===== src/rtl/ptp_rx_pkg.sv =====
// -----------------------------------------------------------------------------
// ptp_rx_pkg
// Shared types and constants for the receive-side PTP frame parser:
//   - parse_state_e : header-walk states
//   - transport_e   : result transport codes (L2 / IPv4 / IPv6)
//   - ET_*          : Ethertypes recognised by the parser
//   - IP_PROTO_UDP  : IPv4 protocol / IPv6 next-header value for UDP
//   - parse_ctx_t   : per-frame parse context held in the parser
// -----------------------------------------------------------------------------
package ptp_rx_pkg;

  typedef enum logic [3:0] {
    S_IDLE,
    S_MAC,
    S_ETYPE,
    S_VLAN,
    S_MPLS,
    S_IPV4,
    S_IPV6,
    S_UDP,
    S_PTP,
    S_SKIP
  } parse_state_e;

  typedef enum logic [1:0] {
    TR_L2   = 2'd0,
    TR_IPV4 = 2'd1,
    TR_IPV6 = 2'd2
  } transport_e;

  localparam logic [15:0] ET_VLAN    = 16'h8100;
  localparam logic [15:0] ET_QINQ    = 16'h88A8;
  localparam logic [15:0] ET_MPLS_UC = 16'h8847;
  localparam logic [15:0] ET_MPLS_MC = 16'h8848;
  localparam logic [15:0] ET_IPV4    = 16'h0800;
  localparam logic [15:0] ET_IPV6    = 16'h86DD;
  localparam logic [15:0] ET_PTP     = 16'h88F7;

  localparam logic [7:0] IP_PROTO_UDP = 8'h11;

  // Everything the parser remembers about the frame in flight, except the
  // capture shift register whose width depends on a module parameter.
  typedef struct packed {
    parse_state_e state;
    logic [15:0]  cnt;        // byte index within the current state
    logic [7:0]   vlan_cnt;   // tags seen so far
    logic [7:0]   byte_hold;  // high byte of a 16-bit field (Ethertype, UDP port)
    logic [5:0]   hdr_len;    // IPv4 header length in bytes
    logic         hdr_ok;     // IP header carries UDP
    logic         mpls_bos;   // current MPLS label has the S bit set
    transport_e   transport;
    logic [3:0]   msg_type;
    logic         cap_done;
    logic         l2_en;      // transport enables latched at rx_sof
    logic         ipv4_en;
    logic         ipv6_en;
  } parse_ctx_t;

endpackage


===== src/rtl/ptp_rx_parser_p_if.sv =====
// -----------------------------------------------------------------------------
// ptp_rx_parser_p_if
// Bundles the receive byte stream and the result valid/ready channel.
//   slave  : the parser (consumes rx_*, produces res_*, sees res_ready)
//   master : the environment (MAC receive path + timestamp logic)
// -----------------------------------------------------------------------------
interface ptp_rx_parser_p_if #(
  parameter int CAP_BYTES = 12
);

  logic                   rx_valid;
  logic                   rx_sof;
  logic                   rx_eof;
  logic                   rx_err;
  logic [7:0]             rx_data;

  logic                   res_valid;
  logic                   res_ready;
  logic [3:0]             res_msg_type;
  logic [1:0]             res_transport;
  logic [8*CAP_BYTES-1:0] res_cap;

  modport slave (
    input  rx_valid, rx_sof, rx_eof, rx_err, rx_data, res_ready,
    output res_valid, res_msg_type, res_transport, res_cap
  );

  modport master (
    output rx_valid, rx_sof, rx_eof, rx_err, rx_data, res_ready,
    input  res_valid, res_msg_type, res_transport, res_cap
  );

endinterface


===== src/rtl/ptp_res_fifo.sv =====
// -----------------------------------------------------------------------------
// ptp_res_fifo
// First-word fall-through result FIFO with overflow accounting.
//   clk, rst_n : clock, asynchronous active-low reset
//   push       : write push_data this cycle (dropped when full and not popping)
//   pop        : consumer ready; pops the head when rd_valid
//   rd_valid   : head entry present
//   rd_data    : head entry (all zeros while empty)
//   ovf_pulse  : one-cycle pulse after an entry was dropped
//   drop_cnt   : saturating count of dropped entries
// -----------------------------------------------------------------------------
module ptp_res_fifo #(
  parameter int WIDTH = 102,
  parameter int DEPTH = 4
) (
  input  logic             clk,
  input  logic             rst_n,
  input  logic             push,
  input  logic [WIDTH-1:0] push_data,
  input  logic             pop,
  output logic             rd_valid,
  output logic [WIDTH-1:0] rd_data,
  output logic             ovf_pulse,
  output logic [7:0]       drop_cnt
);

  localparam int          AW      = $clog2(DEPTH);
  localparam logic [AW:0] PTR_ONE = (AW+1)'(1);

  logic [WIDTH-1:0] mem [DEPTH];
  logic [AW:0]      wr_ptr;
  logic [AW:0]      rd_ptr;
  logic             empty;
  logic             full;
  logic             do_pop;
  logic             do_push;
  logic             drop;

  // Extra pointer MSB distinguishes full from empty when the indices match.
  assign empty   = (wr_ptr == rd_ptr);
  assign full    = (wr_ptr[AW] != rd_ptr[AW]) && (wr_ptr[AW-1:0] == rd_ptr[AW-1:0]);
  assign do_pop  = pop && !empty;
  // A pop on the same edge frees the slot, so a push into a full FIFO survives.
  assign do_push = push && (!full || do_pop);
  assign drop    = push && full && !do_pop;

  assign rd_valid = !empty;
  assign rd_data  = empty ? '0 : mem[rd_ptr[AW-1:0]];

  // NOTE: sequential state uses non-blocking assignments so every register
  // samples the pre-edge values, independent of statement order.
  always_ff @(posedge clk or negedge rst_n) begin
    if (!rst_n) begin
      wr_ptr    <= '0;
      rd_ptr    <= '0;
      ovf_pulse <= 1'b0;
      drop_cnt  <= '0;
    end else begin
      if (do_push) wr_ptr <= wr_ptr + PTR_ONE;
      if (do_pop)  rd_ptr <= rd_ptr + PTR_ONE;
      ovf_pulse <= drop;
      if (drop && (drop_cnt != 8'hFF)) drop_cnt <= drop_cnt + 8'd1;
    end
  end

  // NOTE: the storage array has no reset; only the pointers define which
  // entries are live, and rd_data is forced to zero while empty.
  always_ff @(posedge clk) begin
    if (do_push) mem[wr_ptr[AW-1:0]] <= push_data;
  end

endmodule


===== src/rtl/ptp_rx_parser_p.sv =====
// -----------------------------------------------------------------------------
// ptp_rx_parser_p
// Walks each received frame byte by byte (Ethernet, VLAN/QinQ tags, MPLS,
// IPv4/IPv6, UDP) and, for accepted PTP frames, queues messageType, transport
// and a window of PTP header bytes for the timestamp logic.
//   clk, rst_n          : byte clock, asynchronous active-low reset
//   bus (slave)         : rx byte stream in, res valid/ready channel out
//   cfg_l2_en/ipv4/ipv6 : transport enables, latched at rx_sof
//   ovf_pulse, drop_cnt : result-FIFO overflow reporting
// -----------------------------------------------------------------------------
module ptp_rx_parser_p #(
  parameter int          VLAN_MAX     = 2,
  parameter int          CAP_OFFSET   = 20,
  parameter int          CAP_BYTES    = 12,
  parameter int          FIFO_DEPTH   = 4,
  parameter logic [15:0] UDP_PORT_EV  = 16'd319,
  parameter logic [15:0] UDP_PORT_GEN = 16'd320
) (
  input  logic                    clk,
  input  logic                    rst_n,
  ptp_rx_parser_p_if.slave        bus,
  input  logic                    cfg_l2_en,
  input  logic                    cfg_ipv4_en,
  input  logic                    cfg_ipv6_en,
  output logic                    ovf_pulse,
  output logic [7:0]              drop_cnt
);

  import ptp_rx_pkg::*;

  localparam int          CAP_W     = 8 * CAP_BYTES;
  localparam int          ENTRY_W   = 6 + CAP_W;
  localparam logic [15:0] CAP_FIRST = 16'(CAP_OFFSET);
  localparam logic [15:0] CAP_LAST  = 16'(CAP_OFFSET + CAP_BYTES - 1);
  localparam logic [7:0]  VLAN_LIM  = 8'(VLAN_MAX);

  parse_ctx_t         ctx;
  parse_ctx_t         nxt;
  logic [CAP_W-1:0]   cap;
  logic [CAP_W-1:0]   cap_d;
  logic               push;
  logic [ENTRY_W-1:0] head;
  logic [15:0]        word;
  logic [15:0]        ipv4_last;
  logic               v4_ok;
  logic [5:0]         v4_len;

  // 16-bit field completed by the current byte (Ethertype or UDP port).
  assign word      = {ctx.byte_hold, bus.rx_data};
  assign ipv4_last = {10'd0, ctx.hdr_len} - 16'd1;
  // IPv4 first byte: version 4 and IHL >= 5; length is IHL*4 in 6 bits.
  assign v4_ok     = (bus.rx_data[7:4] == 4'h4) && (bus.rx_data[3:0] >= 4'd5);
  assign v4_len    = {bus.rx_data[3:0], 2'b00};

  always_ff @(posedge clk or negedge rst_n) begin
    if (!rst_n) begin
      ctx <= '0;
      cap <= '0;
    end else begin
      ctx <= nxt;
      cap <= cap_d;
    end
  end

  // NOTE: every output of this block gets a default before any branch, so no
  // path leaves a variable unassigned and no latch is inferred.
  always_comb begin
    nxt   = ctx;
    cap_d = cap;
    push  = 1'b0;
    if (bus.rx_valid) begin
      if (bus.rx_sof) begin
        // Start of frame always wins: any frame in flight is abandoned and
        // this byte is DA[0].
        nxt         = '0;
        nxt.state   = bus.rx_eof ? S_IDLE : S_MAC;
        nxt.cnt     = bus.rx_eof ? 16'd0 : 16'd1;
        nxt.l2_en   = cfg_l2_en;
        nxt.ipv4_en = cfg_ipv4_en;
        nxt.ipv6_en = cfg_ipv6_en;
        cap_d       = '0;
      end else if (bus.rx_eof) begin
        push      = (ctx.state == S_PTP) && ctx.cap_done && !bus.rx_err;
        nxt.state = S_IDLE;
        nxt.cnt   = '0;
      end else begin
        nxt.cnt = ctx.cnt + 16'd1;
        unique case (ctx.state)
          S_IDLE: nxt.cnt = '0;
          S_MAC: begin
            if (ctx.cnt == 16'd11) begin
              nxt.state = S_ETYPE;
              nxt.cnt   = '0;
            end
          end
          S_ETYPE: begin
            if (ctx.cnt == 16'd0) begin
              nxt.byte_hold = bus.rx_data;
            end else begin
              nxt.cnt = '0;
              case (word)
                ET_VLAN, ET_QINQ: begin
                  if (ctx.vlan_cnt < VLAN_LIM) begin
                    nxt.state    = S_VLAN;
                    nxt.vlan_cnt = ctx.vlan_cnt + 8'd1;
                  end else begin
                    nxt.state = S_SKIP;
                  end
                end
                ET_MPLS_UC, ET_MPLS_MC: begin
                  nxt.state    = S_MPLS;
                  nxt.mpls_bos = 1'b0;
                end
                ET_IPV4: begin
                  nxt.state     = ctx.ipv4_en ? S_IPV4 : S_SKIP;
                  nxt.transport = TR_IPV4;
                  nxt.hdr_ok    = 1'b0;
                end
                ET_IPV6: begin
                  nxt.state     = ctx.ipv6_en ? S_IPV6 : S_SKIP;
                  nxt.transport = TR_IPV6;
                  nxt.hdr_ok    = 1'b0;
                end
                ET_PTP: begin
                  nxt.state     = ctx.l2_en ? S_PTP : S_SKIP;
                  nxt.transport = TR_L2;
                end
                default: nxt.state = S_SKIP;
              endcase
            end
          end
          S_VLAN: begin
            if (ctx.cnt == 16'd1) begin
              nxt.state = S_ETYPE;
              nxt.cnt   = '0;
            end
          end
          S_MPLS: begin
            // Labels are 4 bytes; after the bottom label the counter runs on
            // to 4 so the first IP byte is inspected here and consumed.
            if (ctx.cnt == 16'd2) begin
              nxt.mpls_bos = bus.rx_data[0];
            end else if ((ctx.cnt == 16'd3) && !ctx.mpls_bos) begin
              nxt.cnt = '0;
            end else if (ctx.cnt == 16'd4) begin
              nxt.hdr_ok = 1'b0;
              if (v4_ok && ctx.ipv4_en) begin
                nxt.state     = S_IPV4;
                nxt.transport = TR_IPV4;
                nxt.hdr_len   = v4_len;
                nxt.cnt       = 16'd1;
              end else if ((bus.rx_data[7:4] == 4'h6) && ctx.ipv6_en) begin
                nxt.state     = S_IPV6;
                nxt.transport = TR_IPV6;
                nxt.cnt       = 16'd1;
              end else begin
                nxt.state = S_SKIP;
                nxt.cnt   = '0;
              end
            end
          end
          S_IPV4: begin
            if (ctx.cnt == 16'd0) begin
              if (v4_ok) begin
                nxt.hdr_len = v4_len;
              end else begin
                nxt.state = S_SKIP;
                nxt.cnt   = '0;
              end
            end else if (ctx.cnt == ipv4_last) begin
              // Options, if any, have been walked over by the counter.
              nxt.state = ctx.hdr_ok ? S_UDP : S_SKIP;
              nxt.cnt   = '0;
            end else if (ctx.cnt == 16'd9) begin
              nxt.hdr_ok = (bus.rx_data == IP_PROTO_UDP);
            end
          end
          S_IPV6: begin
            if (ctx.cnt == 16'd6) begin
              nxt.hdr_ok = (bus.rx_data == IP_PROTO_UDP);
            end else if (ctx.cnt == 16'd39) begin
              nxt.state = ctx.hdr_ok ? S_UDP : S_SKIP;
              nxt.cnt   = '0;
            end
          end
          S_UDP: begin
            if (ctx.cnt == 16'd2) begin
              nxt.byte_hold = bus.rx_data;
            end else if (ctx.cnt == 16'd3) begin
              if ((word != UDP_PORT_EV) && (word != UDP_PORT_GEN)) begin
                nxt.state = S_SKIP;
                nxt.cnt   = '0;
              end
            end else if (ctx.cnt == 16'd7) begin
              nxt.state = S_PTP;
              nxt.cnt   = '0;
            end
          end
          S_PTP: begin
            if (ctx.cap_done) begin
              nxt.cnt = ctx.cnt;
            end else begin
              if (ctx.cnt == 16'd0) nxt.msg_type = bus.rx_data[3:0];
              if ((ctx.cnt >= CAP_FIRST) && (ctx.cnt <= CAP_LAST))
                cap_d = (cap << 8) | CAP_W'(bus.rx_data);
              if (ctx.cnt == CAP_LAST) nxt.cap_done = 1'b1;
            end
          end
          S_SKIP: nxt.cnt = ctx.cnt;
          default: begin
            nxt.state = S_IDLE;
            nxt.cnt   = '0;
          end
        endcase
      end
    end
  end

  ptp_res_fifo #(
    .WIDTH (ENTRY_W),
    .DEPTH (FIFO_DEPTH)
  ) u_fifo (
    .clk       (clk),
    .rst_n     (rst_n),
    .push      (push),
    .push_data ({ctx.msg_type, ctx.transport, cap}),
    .pop       (bus.res_ready),
    .rd_valid  (bus.res_valid),
    .rd_data   (head),
    .ovf_pulse (ovf_pulse),
    .drop_cnt  (drop_cnt)
  );

  assign bus.res_msg_type  = head[ENTRY_W-1 -: 4];
  assign bus.res_transport = head[CAP_W +: 2];
  assign bus.res_cap       = head[CAP_W-1:0];

endmodule


===== src/flat_wrapper.sv =====
// flat-port wrapper written by rule: the top's interface ports become plain ports
module ptp_rx_parser_p_flat import ptp_rx_pkg::*;
#(
  parameter int          VLAN_MAX     = 2,
  parameter int          CAP_OFFSET   = 20,
  parameter int          CAP_BYTES    = 12,
  parameter int          FIFO_DEPTH   = 4,
  parameter logic [15:0] UDP_PORT_EV  = 16'd319,
  parameter logic [15:0] UDP_PORT_GEN = 16'd320
)
  (clk, rst_n, cfg_l2_en, cfg_ipv4_en, cfg_ipv6_en, ovf_pulse, drop_cnt, bus_rx_valid, bus_rx_sof, bus_rx_eof, bus_rx_err, bus_rx_data, bus_res_ready, bus_res_valid, bus_res_msg_type, bus_res_transport, bus_res_cap);
  ptp_rx_parser_p_if #(.CAP_BYTES(CAP_BYTES)) bus_i ();
  input  logic clk;
  input  logic rst_n;
  input  logic cfg_l2_en;
  input  logic cfg_ipv4_en;
  input  logic cfg_ipv6_en;
  output logic ovf_pulse;
  output logic [7:0] drop_cnt;
  input wire logic [$bits(bus_i.rx_valid)-1:0] bus_rx_valid;
  input wire logic [$bits(bus_i.rx_sof)-1:0] bus_rx_sof;
  input wire logic [$bits(bus_i.rx_eof)-1:0] bus_rx_eof;
  input wire logic [$bits(bus_i.rx_err)-1:0] bus_rx_err;
  input wire logic [$bits(bus_i.rx_data)-1:0] bus_rx_data;
  input wire logic [$bits(bus_i.res_ready)-1:0] bus_res_ready;
  output wire logic [$bits(bus_i.res_valid)-1:0] bus_res_valid;
  output wire logic [$bits(bus_i.res_msg_type)-1:0] bus_res_msg_type;
  output wire logic [$bits(bus_i.res_transport)-1:0] bus_res_transport;
  output wire logic [$bits(bus_i.res_cap)-1:0] bus_res_cap;
  assign bus_i.rx_valid = bus_rx_valid;
  assign bus_i.rx_sof = bus_rx_sof;
  assign bus_i.rx_eof = bus_rx_eof;
  assign bus_i.rx_err = bus_rx_err;
  assign bus_i.rx_data = bus_rx_data;
  assign bus_i.res_ready = bus_res_ready;
  assign bus_res_valid = bus_i.res_valid;
  assign bus_res_msg_type = bus_i.res_msg_type;
  assign bus_res_transport = bus_i.res_transport;
  assign bus_res_cap = bus_i.res_cap;
  ptp_rx_parser_p #(.VLAN_MAX(VLAN_MAX), .CAP_OFFSET(CAP_OFFSET), .CAP_BYTES(CAP_BYTES), .FIFO_DEPTH(FIFO_DEPTH), .UDP_PORT_EV(UDP_PORT_EV), .UDP_PORT_GEN(UDP_PORT_GEN)) u_core (.clk(clk), .rst_n(rst_n), .bus(bus_i), .cfg_l2_en(cfg_l2_en), .cfg_ipv4_en(cfg_ipv4_en), .cfg_ipv6_en(cfg_ipv6_en), .ovf_pulse(ovf_pulse), .drop_cnt(drop_cnt));
endmodule

===== config.mk =====
export PLATFORM = sky130hd
export DESIGN_NAME = ptp_rx_parser_p_flat
export DESIGN_NICKNAME = d
export VERILOG_FILES = /design/src/rtl/ptp_rx_pkg.sv /design/src/rtl/ptp_rx_parser_p_if.sv /design/src/rtl/ptp_res_fifo.sv /design/src/rtl/ptp_rx_parser_p.sv /design/src/flat_wrapper.sv
export SDC_FILE = /design/constraint.sdc
export NUM_CORES = 1
export LEC_CHECK = 0
export CAP_MARGIN = 20
export CORE_ASPECT_RATIO = 1.2
export CORE_MARGIN = 10
export CORE_UTILIZATION = 43
export CTS_CLUSTER_DIAMETER = 150
export DETAILED_ROUTE_END_ITERATION = 10
export HOLD_SLACK_MARGIN = 0.03
export PLACE_DENSITY_LB_ADDON = 0.15
export SYNTH_ARGS = -nofsm -noshare
export SYNTH_HDL_FRONTEND = slang
export SYNTH_SLANG_ARGS = --single-unit

===== constraint.sdc =====
create_clock -name clk -period 5.3 [get_ports clk]
set_input_delay 0.53 -clock clk [delete_from_list [all_inputs] [get_ports clk]]
set_output_delay 0.53 -clock clk [all_outputs]
set_load 0.005 [all_outputs]

After elaboration in Yosys (flattened, before gate mapping). Memories as Yosys holds them, arrays and structs flattened. Cells that the tools add are included. Widths: inputs -> output; s select.

Register bits after elaboration: 165. Bits in writable memories: 408. Bits of input ports: 18. Memories kept: 1.

Add/subtract/negate cells: 6. $lt $le $gt $ge: 4. Equality and inequality tests: 73. Multiplexer cells: 76. Bitwise logic cells: 1. Reductions and logical operators: 48.

Memory list: u_core.u_fifo.mem (depth 4, width 102, rd ports 1, clocked after memory_dff 0, write ports 1, RTL line ptp_res_fifo.sv:30) `logic [WIDTH-1:0] mem [DEPTH];`.

Operators by type and width (number): $mux 96 (5); $mux 20 (16); $pmux 16 s9 (1); $mux 102 (1); $eq 16x16->1 const B (6); $or 96x8->96 (1); $mux 51 (1); $eq 16x3->1 const B (3); $mux 8 (5); $eq 16x2->1 const B (2); $eq 16x4->1 const B (2); $mux 16 (2); $ne 16x9->1 const B (2); $pmux 4 s8 (1); $mux 31 (1); $mux 28 (1); $mux 4 (7); $ne 3x2->1 const B (9); $eq 4x3->1 const B (6); $ne 3x3->1 const B (8); $ne 4x4->1 const B (6); $mux 7 (3); $pmux 4 s5 (1); $mux 6 (3); other kinds (52) (115).

Logic depth before layout (Yosys ltp).
Depth in word-level cells: 10. Mapped depth: 11.

Modules after synthesis. A second synthesis with hierarchy kept.

Cell total of the unflattened synthesis: 1389. Area, all modules: 23262.3 µm².

Modules (own cells, without submodules): ptp_res_fifo (times used 1, cells each 718, area each 16235.6 µm²); ptp_rx_parser_p (times used 1, cells each 671, area each 7026.7 µm²).

Worst setup path after synthesis. OpenSTA, ideal clock, no wires.

Kind: register -> register. Start point: reg u_core.ctx[52] (netlist name). End point: mem u_core.u_fifo.mem[3][0] (enable). Arrival: 4.060 ns. Setup slack: 0.766 ns. Cell stages (with the launch flop): 7. Cells stage by stage: dfrtp_1 -> clkbuf_1 -> nor3_1 -> nand2_1 -> nor4_1 -> nor2b_1 -> and2_1.

Word-level cells in the longest chain between the ends: 9.

RTL lines: start, declared (RTL line ptp_rx_parser_p.sv:37) `parse_ctx_t ctx;`; start signal, assigned (RTL line ptp_rx_parser_p.sv:60) `ctx <= nxt;`; $eq 4x4->1 (RTL line ptp_rx_parser_p.sv:83) `push = (ctx.state == S_PTP) && ctx.cap_done && !bus.rx_err;`; $logic_and 1x1->1 (2 in a row) (RTL line ptp_rx_parser_p.sv:83); $mux 1 (RTL line ptp_rx_parser_p.sv:82) `end else if (bus.rx_eof) begin`; $mux 1 (RTL line ptp_rx_parser_p.sv:72) `if (bus.rx_sof) begin`; $mux 1 (RTL line ptp_rx_parser_p.sv:71) `if (bus.rx_valid) begin`; $logic_and 1x1->1 (RTL line ptp_res_fifo.sv:44) `assign do_push = push && (!full || do_pop);`; $mux 1 (RTL line ptp_res_fifo.sv:69) `if (do_push) mem[wr_ptr[AW-1:0]] <= push_data;`; $mux 1 (implied by the code) (RTL line ptp_res_fifo.sv:69); end, declared (RTL line ptp_res_fifo.sv:30).

Every way passes these cells.

Worst setup path in the final report.
Start point: reg u_core.u_fifo.rd_ptr[1]. End point: out bus_res_cap[7].

Word-level cells in the longest chain between the ends: 2. Elaborated cells between the ends (all ways): 3. Classes of those cells: eq/ne (1); mux (1); memory (1).

RTL lines: start, declared (RTL line ptp_res_fifo.sv:32) `logic [AW:0] rd_ptr;`; start signal, assigned (RTL line ptp_res_fifo.sv:60) `if (do_pop) rd_ptr <= rd_ptr + PTR_ONE;`; $mem_v2 4x102 or $eq 3x3->1 (tied branches); $mux 102 (*) (RTL line ptp_res_fifo.sv:48) `assign rd_data = empty ? '0 : mem[rd_ptr[AW-1:0]];`; end, declared (RTL line flat_wrapper.sv:29) `output wire logic [$bits(bus_i.res_cap)-1:0] bus_res_cap;`.

Every way passes the cells marked *; elsewhere a longest branch is shown, timed or not.

==> flow_summary.ini <==
[clock_network]
cts_buffers = 54
cts_buffer_depth = 3
h-tree-depth = 2
cts.sinks = 571
clk_latency_ps = 610
cts_setup_buffers = 0
tritoncts = built
cts_root_buffer = clkbuf_16
clkTransAtPathRegs_ps = 60

[detailed_routing]
route.detailed.drc = 0
drt-initial-drc-count = 939
finalWirelength_mm = 52.8
avgRoutedWirePerCell_um = 23.3
ant_nets = 0
via_per_inst = 5.58
num_vias = 12600
drt-pass1-iter-count = 5

[grt]
grt_pass1_vias = 13300
antenna_found_initial = 0
grt_first_pass_wirelength_mm = 81.9
grt_usage_pct = 16.7
grt_max_degree = 105
gr-total-overflow = 0

[timing]
tightest_slew_ps = 1030
layout_min_cycle_time_ps = 3800
setup_violations = 0
slew_headroom_pct = 31.0
period_share_pct = 71.7
fmax_mhz = 263
maxSlewViolCount = 0
whs_ps = 450
hold_violations = 0
grt_setup_unrepaired = false
skew_ps = 26.0
tns_ps = 0

[setup_path]
timing.critical_path.buf_inv = 2
rrSetupSlack_ps = 1560
worstSetupStartpointType = register
slowest_stage = and3_4
cpPeakStageDelay_ps = 780
worst_ep_arrival_time_ps = 3270
worstPathMaxFanout = 72
endpoint_kind = primary output
path_class = register to primary output
crit_chain = xnor2_1, and3_4, buf_4, nor2b_1, clkdlybuf4s50_1
crit_family = buffers and inverters
cp_data_required_time_ps = 4770

[final_layout]
drive_gt1_share_pct = 15.4
final_cell_mix = 408 x edfxtp_1, 161 x dfrtp_1, 128 x clkdlybuf4s50_1
layout_commonest_cell = edfxtp_1
final_area_um2 = 27100
finalNetCount = 1539
layout.cells.non_filler = 2267
area_delta_synth_final_pct = 17.0
num_antenna_cells = 0
final_util_pct = 50.7
nFillCells = 4488

[min_path]
hold_class = input pin to register

[floorplanning]
initial_core_util_pct = 43.3
chipWidth_um = 232
coreArea_um2 = 53500
dieArea_um2 = 63700
dieHeight_um = 274
pin_count = 130
rows = 93

[synthesis]
synth-async-reset-ratio_pct = 28.5
synth_cell_types = 74
synth_edf_count = 408
syn_area_per_cell_um2 = 16.8
ys_warn_count = 0
ys_seq_area_share_pct = 70.4
ys.flop_type = edfxtp_1
synth_nets = 1410
netlist_instances = 1380
syn_area_um2 = 23200
synth_seq_cells = 571

[placed_design]
port_buffers = 129
place_congestion = 0.867
dpl.hpwl_mm = 32.1
dp.cells = 2164
placed_area_um2 = 25300

[outcome]
status = complete, no violations

[pwr]
ir_drop_uv = 456
comb_power_share_pct = 12.8
p_clk_share_pct = 38.7
p_int_mw = 7.58
leakage_nw = 10.6
power.switching_mw = 2.44
switching_share_pct = 24.3
power_density_nw_per_um2 = 369
power_frac_seq_pct = 48.5

[flow_run]
max_cap_viol_count = 0
worst paths after layout:
path,cells after the start,to,start
setup / recovery,5,bus_res_cap[7],u_core.u_fifo.rd_ptr[1]
hold reg to reg,1,u_core.u_fifo.wr_ptr[2],u_core.u_fifo.wr_ptr[2]
hold / removal,3,u_core.ctx[2],cfg_l2_en
setup reg to reg,6,u_core.u_fifo.mem[2][42],u_core.ctx[51]
max in group asynchronous,3,u_core.cap[72],rst_n
min in group asynchronous,2,u_core.u_fifo.drop_cnt[5],rst_n
per-layer routing:
metal	GRT usage [%]	routed length, µm
met5	0	0
met4	4.53	1160
met3	2.71	2180
met2	28.6	27100
met1	21.6	22300
power groups by stage:
stage                     sequential (mW)  clock (mW)  combinational [mW]
final                                4.86        3.88                1.28
after global routing                 4.86        4.18                1.41
after CTS                            4.86        3.99                1.34
after detailed placement             4.95           0                1.33
after global placement               4.95           0                1.33
after floorplan                      4.89           0               0.909
tightest hold or removal path: cells and delay by family:
| kind | cells | cell delay [ps] |
|---|---|---|
| buf+inv | 1 | 400 |
| simple gates | 2 | 100 |
metrics by stage:
| stage | setup slack (ps) | power (mW) |
|---|---|---|
| 2_1_floorplan | 766 | 5.80 |
| 6_report | 1500 | 10.0 |
| 3_3_place_gp | 1250 | 6.28 |
| 3_5_place_dp | 1180 | 6.28 |
| 5_1_grt | 1170 | 10.5 |
| 4_1_cts | 1350 | 10.2 |
repair_timing:
action                    CTS  global route
hold buffers                1             0
hold endpoints to repair   60             0
gates resized for setup     0             0
flip-flops by register name, indices dropped and copies added (netlist names):
signal / cells
u_core.cap: 96
u_core.u_fifo.wr_ptr: 3
u_core.u_fifo.rd_ptr: 3
u_core.ctx: 52
u_core.u_fifo.ovf_pulse: 1
u_core.u_fifo.mem: 408
u_core.u_fifo.drop_cnt: 8
synthesized netlist by cell type (16+ instances only):
master    count  share of area [%]
dfrtp_1     163                 18
nor2b_1     114                3.1
nor2_1       31               0.50
buf_2        16               0.35
a21oi_1      25               0.54
clkbuf_1     50               0.81
nor3_1       17               0.37
nand3_1      18               0.39
edfxtp_1    408                 53
o21ai_0      37               0.80
inv_1        18               0.29
nor4_1       16               0.43
a22o_1       95                3.6
mux4_2      102                9.9
nand2_1      57               0.92
area by class of cell:
class                           count  area [µm²]  share of cell area [%]
Sequential cell                   571       16300                    60.2
Multi-Input combinational cell    708        6470                    23.8
Timing Repair Buffer              156        1590                    5.84
Clock buffer                       82        1550                    5.71
Tap cell                          712         891                    3.28
Clock inverter                     20         244                   0.899
Inverter                           18        67.6                   0.249
cells by family (layout without fill, tap and decap cells):
group / count (synthesis) / in the layout / share of synthesized area [%]
AO/OA/AOI/OAI: 213 / 213 / 6.88
XOR/XNOR: 21 / 21 / 0.852
AND/OR/NAND/NOR: 347 / 347 / 8.86
flip-flops: 571 / 571 / 70.4
buffers and inverters: 101 / 276 / 1.82
multiplexers: 115 / 115 / 10.5
adder cells (fa/ha/maj): 12 / 12 / 0.647
(Power assumes the default switching activity.)
